<file path="src/rtl/bifrost_irqc.sv">
// BIFROST interrupt controller: synchronises active-low sources, latches them per channel
// (level/edge), masks and combines them into IRQB. Optional build macro: IRQC_NMI_EN.
module bifrost_irqc #(
    parameter int N_IRQ = 8,
    localparam int LANES = (N_IRQ + 7) / 8
) (
    input  logic             clock,
    input  logic             reset,
    input  logic [N_IRQ-1:0] irq_in_n,
    input  logic             cs_n,
    input  logic             rw,
    input  logic [4:0]       addr,
    input  logic [7:0]       wdata,
    output logic [7:0]       rdata,
    output logic             irq_n,
    output logic             nmi_n
);

    localparam logic [2:0] REG_STATUS = 3'd0;
    localparam logic [2:0] REG_ENABLE = 3'd1;
    localparam logic [2:0] REG_MODE   = 3'd2;
    localparam logic [2:0] REG_FORCE  = 3'd3;
    localparam logic [2:0] REG_VECTOR = 3'd4;
    localparam logic [2:0] REG_ACTIVE = 3'd5;

    logic [N_IRQ-1:0] sync1_q, sync2_q, prev_q;
    logic [N_IRQ-1:0] pend_q, pend_d;
    logic [N_IRQ-1:0] enable_q, enable_d;
    logic [N_IRQ-1:0] mode_q, mode_d, mode_eff, mode_fix;
    logic [N_IRQ-1:0] asserted, rise, clr, frc, switch_on, active, irq_mask;
    logic [N_IRQ-1:0] wmask, wval, ch0;
    logic             irq_n_q, nmi_n_q;
    logic             wr_en, lane_ok;
    logic [2:0]       reg_sel;
    logic [4:0]       vec_idx;
    logic [7:0]       vec_byte;
    logic [31:0]      rd_word;

    assign wr_en   = ~cs_n & ~rw;
    assign reg_sel = addr[4:2];
    assign lane_ok = ({1'b0, addr[1:0]} < 3'(LANES));

    always_comb begin
        ch0    = '0;
        ch0[0] = 1'b1;
    end

`ifdef IRQC_NMI_EN
    // Channel 0 is the NMI source: always edge-latched and kept off IRQB.
    assign mode_fix = ch0;
    assign irq_mask = ~ch0;
`else
    assign mode_fix = '0;
    assign irq_mask = '1;
`endif

    assign asserted = ~sync2_q;
    assign rise     = asserted & ~prev_q;
    assign mode_eff = mode_q | mode_fix;
    assign active   = pend_q & enable_q;

    for (genvar gi = 0; gi < N_IRQ; gi++) begin : g_chan
        assign wval[gi]  = wdata[gi % 8];
        assign wmask[gi] = lane_ok && (addr[1:0] == 2'(gi / 8));
        // A channel entering edge mode starts clean; otherwise set wins over clear.
        assign pend_d[gi] = switch_on[gi] ? 1'b0 :
                            mode_eff[gi]  ? ((pend_q[gi] & ~clr[gi]) | rise[gi] | frc[gi]) :
                                            asserted[gi];
    end

    assign clr       = (wr_en && reg_sel == REG_STATUS) ? (wval & wmask) : '0;
    assign frc       = (wr_en && reg_sel == REG_FORCE)  ? (wval & wmask) : '0;
    assign enable_d  = (wr_en && reg_sel == REG_ENABLE) ? ((enable_q & ~wmask) | (wval & wmask)) : enable_q;
    assign mode_d    = ((wr_en && reg_sel == REG_MODE) ? ((mode_q & ~wmask) | (wval & wmask)) : mode_q)
                       | mode_fix;
    assign switch_on = mode_d & ~mode_eff;

    always_ff @(posedge clock or posedge reset) begin
        if (reset) begin
            sync1_q  <= '1;
            sync2_q  <= '1;
            prev_q   <= '0;
            pend_q   <= '0;
            enable_q <= '0;
            mode_q   <= '0;
            irq_n_q  <= 1'b1;
            nmi_n_q  <= 1'b1;
        end else begin
            sync1_q  <= irq_in_n;
            sync2_q  <= sync1_q;
            prev_q   <= asserted;
            pend_q   <= pend_d;
            enable_q <= enable_d;
            mode_q   <= mode_d;
            irq_n_q  <= ~|(pend_q & enable_q & irq_mask);
`ifdef IRQC_NMI_EN
            nmi_n_q  <= ~(pend_q[0] & enable_q[0]);
`else
            nmi_n_q  <= 1'b1;
`endif
        end
    end

    // Lowest-numbered active channel wins the vector.
    always_comb begin
        vec_idx = 5'd0;
        for (int i = N_IRQ - 1; i >= 0; i--) begin
            if (active[i]) vec_idx = 5'(i);
        end
        vec_byte = (|active) ? {1'b1, 2'b00, vec_idx} : 8'h00;
    end

    always_comb begin
        rd_word = '0;
        case (reg_sel)
            REG_STATUS: rd_word = 32'(pend_q);
            REG_ENABLE: rd_word = 32'(enable_q);
            REG_MODE:   rd_word = 32'(mode_eff);
            REG_VECTOR: rd_word = (addr[1:0] == 2'd0) ? {24'd0, vec_byte} : 32'd0;
            REG_ACTIVE: rd_word = 32'(active);
            default:    rd_word = '0;
        endcase
        rdata = rd_word[{addr[1:0], 3'b000} +: 8];
    end

    assign irq_n = irq_n_q;
    assign nmi_n = nmi_n_q;

endmodule
</file>
<file path="config.mk">
export PLATFORM = sky130hd
export DESIGN_NAME = bifrost_irqc
export DESIGN_NICKNAME = d
export VERILOG_FILES = /design/src/rtl/bifrost_irqc.sv
export SDC_FILE = /design/constraint.sdc
export NUM_CORES = 1
export LEC_CHECK = 0
export ABC_CLOCK_PERIOD_IN_PS = 1300
export CAP_MARGIN = 20
export CORE_UTILIZATION = 45
export CTS_CLUSTER_DIAMETER = 60
export DETAILED_ROUTE_END_ITERATION = 7
export DONT_BUFFER_PORTS = 1
export PLACE_DENSITY_LB_ADDON = 0.25
export RECOVER_POWER = 25
export REMOVE_ABC_BUFFERS = 1
export SETUP_SLACK_MARGIN = 0.05
export SLEW_MARGIN = 20
export SYNTH_ARGS = -nofsm -noshare
export SYNTH_HDL_FRONTEND = slang
export SYNTH_SLANG_ARGS = --single-unit
</file>
<file path="constraint.sdc">
create_clock -name clock -period 1.3 [get_ports clock]
set_input_delay 0.065 -clock clock [delete_from_list [all_inputs] [get_ports clock]]
set_output_delay 0.065 -clock clock [all_outputs]
set_load 0.005 [all_outputs]
</file>
==> results of run 1 <==
repair_timing:
| item | 4_1_cts | 5_1_grt |
|---|---|---|
| pin swaps | 11 | 14 |
| endpoints found under the hold margin | 61 | 0 |
| setup endpoints to repair | 8 | 8 |
| hold buffers | 17 | 0 |
| resized for setup | 11 | 12 |
| setup buffers | 3 | 1 |
through the flow:
step                      cells  total power (W)  setup TNS, ps  utilization [%]
final                       317          0.00329          -1210             58.5
after global routing        317          0.00346          -1820             58.5
after CTS                   316          0.00327          -1380             57.1
after detailed placement    288          0.00230          -1.27             50.4
after global placement      288          0.00229              0             50.4
after floorplan             209          0.00214          -2100                -
routing by layer:
metal,up-vias,part of all wire (%),GRT usage [%]
met3,13,7.8,5.76
met2,67,46,31.8
met4,0,2.3,9.83
met1,869,43,28.5
met5,-,0,0
li1,834,-,-
where the power goes:
group / total [W] / internal [W] / switching (W)
Sequential: 0.00183 / 0.00170 / 0.000134
Clock: 0.000875 / 0.000374 / 0.000501
Combinational: 0.000584 / 0.000327 / 0.000256
Yosys cell counts (6+ instances only):
cell type / number / share of area [%]
a32oi_1: 8 / 3.0
dfstp_2: 17 / 19
dfrtp_1: 32 / 35
o21ai_0: 14 / 3.0
inv_1: 18 / 2.9
nand3_1: 10 / 2.2
nor2_1: 6 / 0.98
a21oi_1: 26 / 5.6
a2bb2oi_1: 6 / 2.3
mux2_4: 8 / 5.2
nand2b_1: 7 / 1.9
o21ai_1: 6 / 1.3
nand2_1: 25 / 4.1
cell families after synthesis:
family	Yosys count	share of synthesized area, %
muxes	9	5.65
buffers and inverters	27	6.25
DFF	49	54.2
and+or+nand+nor	61	14.8
AOI/OAI and AO/OA	71	19.0
other	1	0.163
how the worst max path moves through the flow:
stage / startpoint / end / slack, ps / depth (start not counted)
after CTS: pend_q[1]$_DFF_PP0_ / rdata[1] / -240 / 5
after global placement: flip-flop / rdata[7] / 30 / 4
after detailed placement: flip-flop / rdata[0] / -1 / 4
after floorplan: addr[0] / flip-flop / -260 / 3
after global routing: pend_q[2]$_DFF_PP0_ / rdata[0] / -340 / 4
final: flip-flop / rdata[1] / -240 / 4
critical path, stage by stage (launching register included):
cell and delay, ps:
dfrtp_2 450, a22o_1 240, o21ai_0 150, nand3_1 130, a21oi_2 190
layout make-up:
cell class              instances  area, sq um  share of cell area, %
repair buffers                 33          327                   11.6
inverters                      18         67.6                   2.40
multi-input cells             142         1010                   35.8
well taps                      67         83.8                   2.97
clock buffers                   6         72.6                   2.57
clock inverters                 2         10.0                  0.355
flip-flops and latches         49         1250                   44.4
==> results by group, run 1 <==
Outcome
  – Status: finished, violations left
  – Failing checks: negative setup slack

GRT
  – Overflow after GRT: 0
  – Vias in the first global route: 1736
  – Largest net degree at the start of global routing: 32
  – First-pass GRT wire length: approximately 8400 um
  – Initial antenna violation count: 0
  – GRT Util Overall: between 20% and 30%

Clock tree
  – CTS tree: yes
  – Worst-skew pair later-pin latency: around 300 ps
  – CTS H-tree lvls: 2
  – Clock Path Buffers: 2
  – Worst-path clk slew: 90 ps
  – Clock Sinks: 49
  – TritonCTS Buffers: 5
  – Clock Tree Root: clkbuf_8

Routing
  – Routed Antenna Nets: 0
  – Drt total wl: 5350 um
  – Via count: 1783
  – Wirelength per Cell: 16.9 um
  – First drt pass iteration count: 4
  – Drt initial violations: 134
  – Via-to-Cell Ratio: about 5.6
  – DRC: 0

Die
  – Initial Util: between 40% and 50%
  – Core area: just under 5000 sq um
  – Width of the die: approximately 74 um
  – Die Ht: 73.5 um
  – Site row count: 25
  – Die area: 5410 sq um
  – IO Pins: 35

Setup path
  – Worst path arrival time: about 1500 ps
  – Crit Path Class: flip-flop to primary output
  – R2R cell count: 4
  – Critical Path RT: 1240 ps
  – Critical R2R Capture: irq_n$_DFF_PP1_
  – Setup crit start kind: flip-flop
  – Max Fanout on Critical Path: 5
  – Flop2flop setup slack: roughly 190 ps
  – CP Capture Type: primary output
  – Crit Reg-Reg Startpoint: pend_q[6]$_DFF_PP0_

Timing
  – Setup WS post-layout: -238 ps
  – Final Hold Vio Count: 0
  – Final setup violation count: 8
  – Clock skew: approximately 9.6 ps
  – F_max: ~650 MHz
  – RSZ-0062 raised after global routing: yes
  – Final worst-path cycle share: 118%
  – WHS: 6.51 ps
  – Post-route minimum period: 1540 ps
  – Slew Viols, Final: 0
  – Measured slew at the worst slew-check pin: 770 ps
  – Slew HR: 48.6%

Power
  – Peak supply drop: approximately 600 uV
  – Pwr/cell area: 1170 nW/um^2
  – Leak: 1.24 nW

Synthesis
  – Cell count after synthesis: around 220
  – Post-synth top flop: dfrtp_1
  – Number of synthesized flops with an enable pin: 0
  – Yosys reg bits: between 40 and 50
  – Synth async-reset ratio: 100%
  – Post-synth cell types: 36
  – Post-Syn Area: between 2000 and 2500 sq um
  – Synth warn: 0
  – Synth Area per Inst: 10.6 sq um
  – Seq/Total Area, Yosys: a little over half

Cells and area
  – Most frequent cells in the layout: dfrtp_1, nand2_1, a21oi_1
  – Nets: about 270
  – Fillers: ~440
  – Area growth syn-to-layout: 22.4%
  – Most common cell after layout, fill and taps aside: dfrtp_1
  – Diode count: 0
  – Share of cells above drive strength 1: 28.8%
  – Finished layout cell area: 2820 sq um

Flow run
  – MaxCap Viol Count: 0

Placement
  – Post-Place Setup Slack: -1.27 ps
  – GPL Wtd Cong: ~0.79
  – Port-buffer cells: 0
  – Hpwl dp: 3350 um
  – Post-DP Area: 2430 sq um

Hold path
  – Hold path start: wdata[0]
  – Hold depth: 3
  – Hold endpoint: pend_q[0]$_DFF_PP0_
  – Min-delay worst type: input pin to flip-flop
No activity file was read; power rests on OpenSTA's default activity.
==> inputs of run 2 (changes only) <==
- CORE_ASPECT_RATIO: not set -> 1.4
- PLACE_DENSITY_LB_ADDON: 0.25 -> not set
==> run 2 against run 1 <==
Against the previous run: the flow still finishes with violations (negative setup slack); critical endpoint is now rdata[0]; largest cell class unchanged; hold slack gained 11 ps; wire length grew 2.1%; clock skew shrank 3.9 ps; clock-buffer cell count shrank 1; combinational power grew 19%; critical path type unchanged; global-route usage grew 0.95 points.
==> results by group, run 2 (synthesized netlist as in run 1, its figures left out) <==
Outcome
  – Status: finished, violations left
  – Failing checks: negative setup slack

Hold path
  – Hold endpoint: pend_q[7]$_DFF_PP0_
  – Min-delay worst type: input pin to flip-flop
  – Hold path start: wdata[7]
  – Hold depth: 3 (unchanged)

Cells and area
  – Nets: 289 (+5.5%)
  – Final Non-Filler Cells: 328 (+3.5%)
  – Share of cells above drive strength 1: 34.5% (+5.7 points)
  – Fillers: 416 (-5.7%)
  – Diode count: 0 (unchanged)
  – Finished layout cell area: 2980 sq um (+5.5%)
  – Most common cell after layout, fill and taps aside: dfrtp_1
  – Area growth syn-to-layout: 29.2%
  – Most frequent cells in the layout: dfrtp_1, nand2_1, a21oi_1

Die
  – Site row count: 30 (+20%)
  – Die Ht: 86.7 um (+18%)
  – Width of the die: 62.5 um (-15%)
  – Core area: 4880 sq um (+1.3%)
  – Die area: 5410 sq um (about the same)
  – IO Pins: 35 (unchanged)
  – Initial Util: 47.2% (-0.61 points)

GRT
  – First-pass GRT wire length: 9270 um (+11%)
  – Overflow after GRT: 0 (unchanged)
  – GRT Util Overall: 22.1% (+0.95 points)
  – Initial antenna violation count: 0 (unchanged)
  – Vias in the first global route: 2003 (+15%)
  – Largest net degree at the start of global routing: 32 (unchanged)

Setup path
  – Critical Path RT: 1240 ps (about the same)
  – Worst path arrival time: 1490 ps (+20 ps)
  – Setup crit start kind: flip-flop
  – Critical path's largest stage delay: 440 ps (about the same)
  – CP Capture Type: primary output
  – R2R cell count: 4 (unchanged)
  – Critical R2R Capture: irq_n$_DFF_PP1_
  – CP delay by family, top: compound AO/OA/AOI/OAI gates
  – Critical-path cell list: a22oi_2 -> nand4_1 -> a22oi_2 -> o31ai_2
  – Flop2flop setup slack: 130 ps (-60 ps)
  – CP most frequent cell: a22oi_2
  – Crit path buf inv count: 0 (unchanged)
  – Max Fanout on Critical Path: 4 (-1)
  – Worst path slowest cell: dfrtp_1
  – Crit Path Class: flip-flop to primary output

Clock tree
  – Clock Path Buffers: 2 (unchanged)
  – TritonCTS Buffers: 5 (unchanged)
  – CTS tree: yes
  – Worst-skew pair later-pin latency: 300 ps (about the same)
  – Clock Tree Root: clkbuf_8
  – CTS H-tree lvls: 2 (unchanged)
  – Worst-path clk slew: 80 ps (about the same)
  – Clock Sinks: 49 (unchanged)

Timing
  – Post-route minimum period: 1550 ps (+17.2 ps)
  – F_max: 643 MHz (-1.1%)
  – Final setup violation count: 8 (unchanged)
  – Measured slew at the worst slew-check pin: 738 ps (-32.7 ps)
  – Final worst-path cycle share: 120% (+1.3 points)
  – Setup WS post-layout: -255 ps (-17.2 ps)
  – Clock skew: 5.77 ps (-3.88 ps)
  – RSZ-0062 raised after global routing: yes
  – Setup TNS Final: -1270 ps (-62.1 ps)
  – Slew HR: 50.8% (+2.2 points)
  – Final Hold Vio Count: 0 (unchanged)
  – Slew Viols, Final: 0 (unchanged)

Placement
  – Hpwl dp: 3540 um (+5.6%)
  – GPL Wtd Cong: 0.841 (+6.4%)
  – Post-DP Area: 2420 sq um (about the same)
  – Cells after DPL: 287 (-0.35%)
  – Port-buffer cells: 0 (unchanged)

Power
  – Peak supply drop: 729 uV (+21%)
  – Leak: 1.33 nW (+7.1%)
  – Pwr/cell area: 1200 nW/um^2 (+2.4%)
  – Total power draw: 0.00356 W (+8.1%)

Flow run
  – MaxCap Viol Count: 0 (unchanged)

Routing
  – First drt pass iteration count: 4 (unchanged)
  – Drt total wl: 5460 um (+2.1%)
  – Routed Antenna Nets: 0 (unchanged)
  – Via count: 1855 (+4.0%)
  – Via-to-Cell Ratio: 5.66 (+0.55%)
  – DRC: 0 (unchanged)
  – Wirelength per Cell: 16.6 um (-1.3%)
  – Drt initial violations: 76 (-43%)
==> run 2: cell types whose count changed in the layout (fill, tap and decap cells not counted), moves of 2 or more <==
cell           before  now
a2bb2oi_2           1    4
buf_4              11   24
dlygate4sd3_1      17   19
a2bb2oi_1           5    2
==> run 2: tightest hold or removal path, stage by stage <==
cell     delay (ps)
inv_1            20
o21ai_1         120
a21oi_1          70
==> run 2: per-layer routing <==
metal / up-vias / part of all wire (%) / wire length (um) / GRT usage (%)
li1: 863 / - / - / -
met1: 917 / 42 / 2300 / 25.9
met2: 63 / 50 / 2740 / 39.6
met3: 12 / 5.9 / 320 / 4.74
met4: 0 / 1.9 / 105 / 8.03
met5: - / 0 / 0 / 0
==> run 2: cell type report <==
class | instances | area (sq um) | area share [%]
well taps | 64 | 80.1 | 2.69
clock inverters | 2 | 35.0 | 1.18
inverters | 18 | 67.6 | 2.27
repair buffers | 48 | 435 | 14.6
flip-flops and latches | 49 | 1250 | 42.0
clock buffers | 5 | 68.8 | 2.31
multi-input cells | 142 | 1040 | 34.9
==> run 2: what timing repair did <==
item,CTS,global route
setup endpoints to repair,8,9
hold buffers,19,0
pin swaps,13,10
gates resized for setup,19,14
buffers inserted,15,4
endpoints found under the hold margin,50,0
==> run 2: how the worst max path moves through the flow <==
stage | from | slack (ps) | depth (start not counted) | end
after CTS | pend_q[2]$_DFF_PP0_ | -230 | 4 | rdata[7]
after floorplan | addr[0] | -260 | 3 | flip-flop
after detailed placement | flip-flop | 20 | 4 | rdata[7]
after global placement | addr[0] | 40 | 4 | flip-flop
after global routing | flip-flop | -350 | 4 | rdata[0]
final | flip-flop | -250 | 4 | rdata[0]
==> run 2: per-stage QoR <==
step                setup slack (ps)  utilization, %  hold slack (ps)
finish                          -255            61.0             17.3
floorplan                       -263               -             69.5
global route                    -346            61.0             31.5
global placement                42.0            49.7            -36.0
CTS                             -233            59.7             2.32
detailed placement              20.1            49.7            -30.0
==> run 2: where the power goes <==
part	switching, W	internal, W	leakage [nW]
combinational	0.000297	0.000397	0.697
sequential	0.000134	0.00170	0.575
clock	0.000474	0.000559	0.0540
==> inputs of run 3 (changes only) <==
- CAP_MARGIN: 20 -> not set
- CORE_MARGIN: not set -> 8
- PLACE_DENSITY: not set -> 0.73
==> run 3 against run 2 <==
Against the previous run: the flow still finishes with violations (negative setup slack); critical path depth unchanged; sequential power about the same; sequential cell count unchanged; maximum frequency up 3.1%; clock-buffer cell count up 2; via count down 3.1%; cell count down 2.7%; setup slack better by 47 ps; clock skew down 1.6 ps; total power down 6.5%; non-clock buffer count down 11; clock power down 13%; critical endpoint unchanged; highest routed layer unchanged.
==> results by group, run 3 (synthesized netlist as in run 1, its figures left out) <==
Cells and area
  – Most common cell after layout, fill and taps aside: dfrtp_1
  – Fillers: 438 (+5.3%)
  – Most frequent cells in the layout: dfrtp_1, nand2_1, a21oi_1
  – Share of cells above drive strength 1: 32.4% (-2.1 points)
  – Util after Layout: 56.9% (-4.1 points)
  – Nets: 278 (-3.8%)
  – Area growth syn-to-layout: 24.6%
  – Diode count: 0 (unchanged)

Setup path
  – Max Fanout on Critical Path: 4 (unchanged)
  – Crit Path Class: flip-flop to primary output
  – Critical Path RT: 1240 ps (about the same)
  – CP delay by family, top: compound AO/OA/AOI/OAI gates
  – Crit path buf inv count: 0 (unchanged)
  – CP Capture Type: primary output
  – Worst path slowest cell: dfrtp_1
  – Critical path's largest stage delay: 420 ps (-20 ps)
  – Critical-path cell list: a22oi_2 -> nand4_1 -> a22oi_2 -> o31ai_2
  – Worst path arrival time: 1440 ps (-50 ps)
  – Setup crit start kind: flip-flop
  – CP most frequent cell: a22oi_2

Clock tree
  – Worst-path clk slew: 80 ps (about the same)
  – TritonCTS Buffers: 5 (unchanged)
  – Clock Sinks: 49 (unchanged)
  – Clock Tree Root: clkbuf_8
  – Clock Path Buffers: 2 (unchanged)
  – CTS H-tree lvls: 2 (unchanged)
  – Worst-skew pair later-pin latency: 300 ps (about the same)
  – CTS tree: yes

Flow run
  – MaxCap Viol Count: 0 (unchanged)

Timing
  – Measured slew at the worst slew-check pin: 666 ps (-72.0 ps)
  – Final setup violation count: 8 (unchanged)
  – Post-route minimum period: 1510 ps (-47.1 ps)
  – F_max: 663 MHz (+3.1%)
  – RSZ-0062 raised after global routing: yes
  – Setup WS post-layout: -208 ps (+47.1 ps)
  – Slew Viols, Final: 0 (unchanged)
  – Final Hold Vio Count: 0 (unchanged)
  – Setup TNS Final: -988 ps (+282 ps)
  – Slew HR: 55.6% (+4.9 points)
  – Final worst-path cycle share: 116% (-3.6 points)
  – Clock skew: 4.18 ps (-1.59 ps)

Placement
  – GPL Wtd Cong: 0.834 (-0.81%)
  – Post-Place Setup Slack: -8.26 ps (-28.4 ps)
  – Port-buffer cells: 0 (unchanged)
  – Hpwl dp: 3470 um (-2.1%)

Die
  – Initial Util: 45.7% (-1.5 points)
  – Width of the die: 76.5 um (+22%)
  – Die Ht: 101 um (+16%)
  – Core area: 5040 sq um (+3.3%)
  – Die area: 7700 sq um (+42%)
  – Site row count: 31 (+3.3%)
  – IO Pins: 35 (unchanged)

GRT
  – Overflow after GRT: 0 (unchanged)
  – Largest net degree at the start of global routing: 50 (+56%)
  – Initial antenna violation count: 0 (unchanged)
  – Vias in the first global route: 1788 (-11%)
  – GRT Util Overall: 14.4% (-7.7 points)
  – First-pass GRT wire length: 8910 um (-3.9%)

Power
  – Pwr/cell area: 1160 nW/um^2 (-3.0%)
  – Clock power share: 26.8% (-2.2 points)
  – Total power draw: 0.00333 W (-6.5%)
  – Int Pwr: 0.00246 W (-7.3%)
  – Combinational share of power: 18.1% (-1.4 points)
  – Flop pwr share: 55.1% (+3.6 points)
  – Net Sw Power: 0.000868 W (-4.0%)
  – Leak: 1.25 nW (-5.6%)
  – Peak supply drop: 802 uV (+10%)
  – Switching share of total power: 26.1% (+0.66 points)

Hold path
  – Hold path start: wdata[7]
  – Min-delay worst type: input pin to flip-flop

Routing
  – Drt initial violations: 120 (+58%)
  – Via count: 1798 (-3.1%)
  – Wirelength per Cell: 16.8 um (+0.71%)
  – Drt total wl: 5350 um (-2.1%)
  – Via-to-Cell Ratio: 5.64 (-0.34%)
  – Routed Antenna Nets: 0 (unchanged)
  – DRC: 0 (unchanged)
  – First drt pass iteration count: 4 (unchanged)

Outcome
  – Status: finished, violations left
  – Failing checks: negative setup slack
==> run 3: final timing paths <==
path	endpoint	slack [ps]	cells after the start
setup / recovery	rdata[0]	-210	4
hold / removal	pend_q[7]$_DFF_PP0_	5	3
setup reg to reg	irq_n$_DFF_PP1_	290	3
hold reg to reg	sync2_q[1]$_DFF_PP1_	350	0
max in group asynchronous	pend_q[3]$_DFF_PP0_	400	3
min in group asynchronous	prev_q[6]$_DFF_PP0_	420	3
==> run 3: cell type report <==
cell class	count	area, sq um	area share [%]
tap	66	82.6	2.88
sequential	49	1250	43.6
multi-input combinational	142	1040	36.3
timing repair buffer	37	340	11.9
inverter	18	67.6	2.35
clock buffer	7	86.3	3.01
==> run 3: repair_timing <==
item,CTS,global route
hold endpoints to repair,81,0
hold buffers,17,0
setup buffers,6,3
pin swaps,16,12
gates resized for setup,17,13
endpoints found under the setup margin,8,8
==> run 3: power groups by stage <==
stage                     registers (W)  clock network, W  logic, W
final                           0.00183          0.000892  0.000603
after detailed placement        0.00184                 0  0.000434
after global routing            0.00186          0.000994  0.000666
after floorplan                 0.00182                 0  0.000323
after global placement          0.00184                 0  0.000424
after CTS                       0.00183          0.000920  0.000567
==> run 3: per-stage QoR <==
step                hold WS (ps)  instances  area, sq um
global route               0.185        319         2870
floorplan                   69.5        209         2230
global placement            10.5        286         2420
CTS                         3.12        316         2800
finish                      5.47        319         2870
detailed placement          19.1        286         2420
==> run 3: routing by layer <==
layer	up-vias	wire [um]	GRT usage, %
met5	-	0	0
met4	0	74	5.50
met3	5	325	4.02
met2	45	2700	23.2
met1	904	2250	17.9
li1	844	-	-
==> run 3: worst reg2reg max path, delay by kind of cell, from the launching register on <==
kind	cells	cell delay [ps]
compound gates	1	250
flops	1	420
simple gates	1	190
buf+inv	1	90
